[src/rtl/maxnet_pkg.sv]
// Shared types and constants for the MAXNET input loader.
// Optional feature macro used by this slice: MAXNET_CLAMP_NEG_EN.
package maxnet_pkg;

    localparam int DW    = 32;
    localparam int N_ACT = 4;

    localparam logic [31:0] ONE_F32 = 32'h3F800000;
    // Exclusive upper bound for epsilon: 1/N_ACT = 0.25.
    localparam logic [31:0] EPS_MAX = 32'h3E800000;

    typedef enum logic [1:0] {
        ST_COLLECT = 2'd0,
        ST_HOLD    = 2'd1,
        ST_RUN     = 2'd2
    } maxnet_state_e;

    typedef struct packed {
        maxnet_state_e state;
        logic [2:0]    wcnt;
        logic          eps_ok;
        logic          act_neg;
    } maxnet_dbg_t;

endpackage

[src/rtl/maxnet_f32_check.sv]
// Combinational IEEE-754 checks: epsilon range (0 < eps < 1/N_ACT) and negative-activation detect.
// With MAXNET_CLAMP_NEG_EN defined, negative activations are replaced by +0.0.
module maxnet_f32_check
    import maxnet_pkg::*;
#(
    parameter int DW = maxnet_pkg::DW
) (
    input  logic [DW-1:0] word,
    output logic          eps_ok,
    output logic          act_neg,
    output logic [DW-1:0] act_store
);

    logic [DW-2:0] mag;

    // For positive floats the magnitude bits order the same way as the values.
    assign mag     = word[DW-2:0];
    assign eps_ok  = !word[DW-1] && (mag != '0) && (mag < EPS_MAX[DW-2:0]);
    assign act_neg = word[DW-1];

`ifdef MAXNET_CLAMP_NEG_EN
    assign act_store = act_neg ? '0 : word;
`else
    assign act_store = word;
`endif

endmodule

[src/rtl/maxnet_input_loader.sv]
// Collects a1..a4 and epsilon from a valid/ready stream, checks framing and epsilon, and hands the vector to the controller.
// Optional negative-activation clamp is enabled by defining MAXNET_CLAMP_NEG_EN.
module maxnet_input_loader
    import maxnet_pkg::*;
#(
    parameter int DW    = maxnet_pkg::DW,
    parameter int N_ACT = maxnet_pkg::N_ACT
) (
    input  logic          clk,
    input  logic          rst,
    // Stream side: a word transfers on a rising edge where s_valid && s_ready.
    // Controller side: the vector transfers on a rising edge where load_valid && load_ready.
    input  logic          s_valid,
    input  logic [DW-1:0] s_data,
    input  logic          s_last,
    output logic          s_ready,
    output logic [DW-1:0] a1_init,
    output logic [DW-1:0] a2_init,
    output logic [DW-1:0] a3_init,
    output logic [DW-1:0] a4_init,
    output logic [DW-1:0] epsilon,
    output logic          load_valid,
    input  logic          load_ready,
    input  logic          finish,
    output logic          err,
    output logic          busy,
    output maxnet_dbg_t   dbg
);

    maxnet_state_e state_q, state_d;
    logic [2:0]    wcnt_q, wcnt_d;
    logic [DW-1:0] act_q [N_ACT];
    logic [DW-1:0] act_d [N_ACT];
    logic [DW-1:0] eps_q, eps_d;
    logic          load_valid_q, load_valid_d;
    logic          err_q, err_d;

    logic          eps_ok;
    logic          act_neg;
    logic [DW-1:0] act_store;
    logic          eps_slot;

    maxnet_f32_check #(.DW(DW)) u_check (
        .word      (s_data),
        .eps_ok    (eps_ok),
        .act_neg   (act_neg),
        .act_store (act_store)
    );

    assign eps_slot = (wcnt_q == 3'(N_ACT));

    always_comb begin
        state_d      = state_q;
        wcnt_d       = wcnt_q;
        act_d        = act_q;
        eps_d        = eps_q;
        load_valid_d = load_valid_q;
        err_d        = 1'b0;

        case (state_q)
            ST_COLLECT: begin
                if (s_valid) begin
                    // s_last must coincide exactly with the epsilon slot.
                    if (s_last != eps_slot) begin
                        wcnt_d = '0;
                        err_d  = 1'b1;
                    end else if (s_last) begin
                        wcnt_d = '0;
                        if (eps_ok) begin
                            eps_d        = s_data;
                            state_d      = ST_HOLD;
                            load_valid_d = 1'b1;
                        end else begin
                            err_d = 1'b1;
                        end
                    end else begin
                        act_d[wcnt_q[1:0]] = act_store;
                        wcnt_d             = wcnt_q + 3'd1;
                    end
                end
            end
            ST_HOLD: begin
                if (load_ready) begin
                    state_d      = ST_RUN;
                    load_valid_d = 1'b0;
                end
            end
            ST_RUN: begin
                if (finish) begin
                    state_d = ST_COLLECT;
                    wcnt_d  = '0;
                end
            end
            default: begin
                state_d      = ST_COLLECT;
                wcnt_d       = '0;
                load_valid_d = 1'b0;
            end
        endcase
    end

    always_ff @(posedge clk or negedge rst) begin
        if (!rst) begin
            state_q      <= ST_COLLECT;
            wcnt_q       <= '0;
            act_q        <= '{default: '0};
            eps_q        <= '0;
            load_valid_q <= 1'b0;
            err_q        <= 1'b0;
        end else begin
            state_q      <= state_d;
            wcnt_q       <= wcnt_d;
            act_q        <= act_d;
            eps_q        <= eps_d;
            load_valid_q <= load_valid_d;
            err_q        <= err_d;
        end
    end

    assign s_ready    = (state_q == ST_COLLECT);
    assign busy       = (state_q != ST_COLLECT);
    assign load_valid = load_valid_q;
    assign err        = err_q;
    assign a1_init    = act_q[0];
    assign a2_init    = act_q[1];
    assign a3_init    = act_q[2];
    assign a4_init    = act_q[3];
    assign epsilon    = eps_q;

    assign dbg.state   = state_q;
    assign dbg.wcnt    = wcnt_q;
    assign dbg.eps_ok  = eps_ok;
    assign dbg.act_neg = act_neg;

endmodule

[config.mk]
export PLATFORM = sky130hd
export DESIGN_NAME = maxnet_input_loader
export DESIGN_NICKNAME = d
export VERILOG_FILES = /design/src/rtl/maxnet_pkg.sv /design/src/rtl/maxnet_f32_check.sv /design/src/rtl/maxnet_input_loader.sv
export SDC_FILE = /design/constraint.sdc
export NUM_CORES = 1
export LEC_CHECK = 0
export ABC_AREA = 1
export CORE_UTILIZATION = 50
export CTS_BUF_LIST = sky130_fd_sc_hd__clkbuf_8
export DETAILED_ROUTE_END_ITERATION = 8
export PLACE_DENSITY = 0.86
export SYNTH_ARGS = -nofsm -noshare
export SYNTH_HDL_FRONTEND = slang
export SYNTH_SLANG_ARGS = --single-unit
[constraint.sdc]
create_clock -name clk -period 3.25 [get_ports clk]
set_input_delay 0.65 -clock clk [delete_from_list [all_inputs] [get_ports clk]]
set_output_delay 0.65 -clock clk [all_outputs]
set_load 0.03 [all_outputs]
==> results_dict.tcl <==
set metrics [dict create \
    antenna_found_initial 0 \
    hold_class "input pin to asynchronous set/reset pin" \
    finClkSkew_ps 10.8 \
    die_h_um 116 \
    ir_worst_vdd_mv 0.560 \
    start_util 0.516 \
    cp_data_required_time_ps 2600 \
    critPathMaxFanout 15 \
    ys_warn_count 0 \
    rrSetupSlack_ps 830 \
    place_ws_ps 258 \
    rr_worst_depth 7 \
    setup_tns_ps 0 \
    crit_arrival_ps 2250 \
    hold_buffers 0 \
    netlist_instances 670 \
    cap_viol_max_count 0 \
    period_needed_ps 2900 \
    nets 916 \
    outcome "completed" \
    std_cell_rows 41 \
    detail-route-antenna-nets 0 \
    hpwl_um 13000 \
    dp_cells 1026 \
    gr-total-overflow 0 \
    fmax_mhz 344 \
    grt_use_total 0.285 \
    worst_r2r_endpoint "a1_init[6]$_DFFE_PN0P_" \
    cp-start-kind "input pin" \
    grt_pass1_wl_um 28600 \
    fill_cells 944 \
    final.setup.worst_slack_ps 347 \
    synth_seq_cells 167 \
    numCtsBuffers 17 \
    die-area_sq_um 13500 \
    netlist_area_sq_um 6540 \
    synth_nets 713 \
    core-area_sq_um 12700 \
    vias 5424 \
    ctsHtreeMaxLevel 4 \
    synthTopCellsByArea "dfrtp_1 64%, nand2_1 12%, o21ai_0 7.8%" \
    seq_area_frac_synth 0.639 \
    gp_congestion 0.867 \
    p_total_uw 8290 \
    cts_buffer_depth 2 \
    dr.pass1.iters 5 \
    clock-sinks 167 \
    drive_gt1_frac 0.0643 \
    synth.distinct_cells 25 \
    post-cts-setup-buffers 0 \
    finalSetupViolCount 0 \
    worstMarginPinSlew_ps 488 \
    critical_path_class "input pin to output port" \
    grt_pass1_vias 5338 \
    ctsResizeCount 0 \
    area_delta_synth_final_pct 41.1 \
    drc 0 \
    finalCritPeriodShare 0.893 \
    ios 209 \
    hold_violations 0 \
    insertion_delay_ps 440 \
    port_buffers 208 \
    synth_top_cell_by_area "dfrtp_1" \
    via_per_inst 5.13 \
    wl_um 18400 \
    endpoint_kind "output port" \
    drt_iter0_drc 402 \
    grt_setup_unrepaired "false" \
    p_per_area_nw_per_um2 898 \
    final_core_util 0.729 \
    avgSynthCellArea_sq_um 9.76 \
    maxSlewHeadroom 0.675 \
    leakage_uw 0.00436 \
    grt_max_degree 82 \
    cts_root_buf "clkbuf_8" \
    cts_tree "built" \
    stdcell_count 1058 \
    fp.dieW_um 116 \
    n_antenna_cell 0 \
    reg2reg_from "wcnt_q[0]$_DFFE_PN0P_" \
    clkTransAtPathRegs_ps 80 \
    wl_per_cell_um 17.4 \
    slew_viol_final 0 \
    synth_top_area_frac 0.639 \
]
==> cell type report <==
class | instances | area, sq um | area share
sequential | 167 | 4180 | 0.453
clock inverter | 13 | 225 | 0.0244
inverter | 47 | 176 | 0.0191
tap | 172 | 215 | 0.0233
multi-input combinational | 421 | 1980 | 0.214
clock buffer | 19 | 262 | 0.0283
timing repair buffer | 219 | 2200 | 0.238
==> per-layer routing <==
layer / up-vias / global-route usage / wire length [um] / part of all wire
met2: 215 / 0.469 / 9140 / 0.50
met1: 2627 / 0.355 / 7490 / 0.41
met4: 0 / 0.109 / 366 / 0.020
met3: 32 / 0.0856 / 1420 / 0.077
li1: 2550 / - / - / -
met5: - / 0 / 0 / 0
==> state kept, by name (all words and copies together), names as in the netlist <==
| register | count |
|---|---|
| a1_init | 32 |
| a2_init | 32 |
| a3_init | 32 |
| a4_init | 32 |
| epsilon | 32 |
| err | 1 |
| load_valid | 1 |
| state_q | 2 |
| wcnt_q | 3 |
==> cell families (layout without fill, tap and decap cells) <==
family / Yosys count / in the layout / synth area share
and+or+nand+nor: 274 / 274 / 0.180
DFF: 167 / 167 / 0.639
AOI/OAI and AO/OA: 141 / 141 / 0.111
buffers and inverters: 82 / 298 / 0.0593
adders and majority gates: 5 / 5 / 0.00956
muxes: 1 / 1 / 0.00172
==> worst max-delay path: stages <==
cell and delay (ps):
clkdlybuf4s50_1 460, nor2_1 210, nor2_1 90, a21oi_2 170, a21boi_4 430, buf_4 240
==> cell usage in the layout, fill, tap and decap left out, types with 2 or more instances in the layout <==
| cell type | count |
|---|---|
| bufinv_16 | 6 |
| o21ai_1 | 30 |
| nor2_1 | 15 |
| clkinvlp_4 | 2 |
| ha_1 | 5 |
| dfrtp_1 | 167 |
| nand3_4 | 4 |
| clkdlybuf4s50_1 | 206 |
| inv_1 | 46 |
| o21ai_0 | 102 |
| nand3_1 | 31 |
| inv_6 | 2 |
| a21oi_1 | 6 |
| nand2_1 | 217 |
| clkbuf_8 | 19 |
| buf_12 | 3 |
| buf_4 | 9 |
| nand4_1 | 2 |
| inv_2 | 3 |
==> report_power, final <==
group,internal [uW],switching (uW)
clock network,1030,745
logic,1360,2070
registers,2700,389
total,5090,3210
==> through the flow <==
step | hold slack (ps) | area [sq um]
2_1_floorplan | 354 | 6540
3_3_place_gp | 457 | 8750
3_5_place_dp | 459 | 8750
4_1_cts | 129 | 9230
5_1_grt | 149 | 9230
6_report | 137 | 9230
==> cells in the mapped netlist <==
cell type,count
nand2_1,217
dfrtp_1,167
o21ai_0,102
inv_1,44
nand3_1,31
o21ai_1,30
buf_2,18
nor2_1,15
clkbuf_2,10
a21oi_1,6
buf_6,5
ha_1,5
nand3_4,4
inv_2,3
buf_4,2
nand4_1,2
a21boi_4,1
a21oi_2,1
mux2_2,1
nand2_4,1
nor2_4,1
nor2_8,1
nor3_1,1
nor4_4,1
o22ai_1,1
==> how the worst max path moves through the flow <==
| stage | slack (ps) | from | endpoint | cells past startpoint |
|---|---|---|---|---|
| final | 350 | s_data[23] | dbg[1] | 6 |
| after global routing | 230 | s_data[23] | dbg[1] | 6 |
| after CTS | 360 | s_data[10] | dbg[1] | 8 |
| after detailed placement | 260 | s_data[10] | epsilon[17]$_DFFE_PN0P_ | 11 |
| after global placement | 320 | s_data[18] | epsilon[14]$_DFFE_PN0P_ | 11 |
| after floorplan | 1030 | s_data[8] | dbg[1] | 8 |
Note: power is estimated with default switching activity, not from simulation.
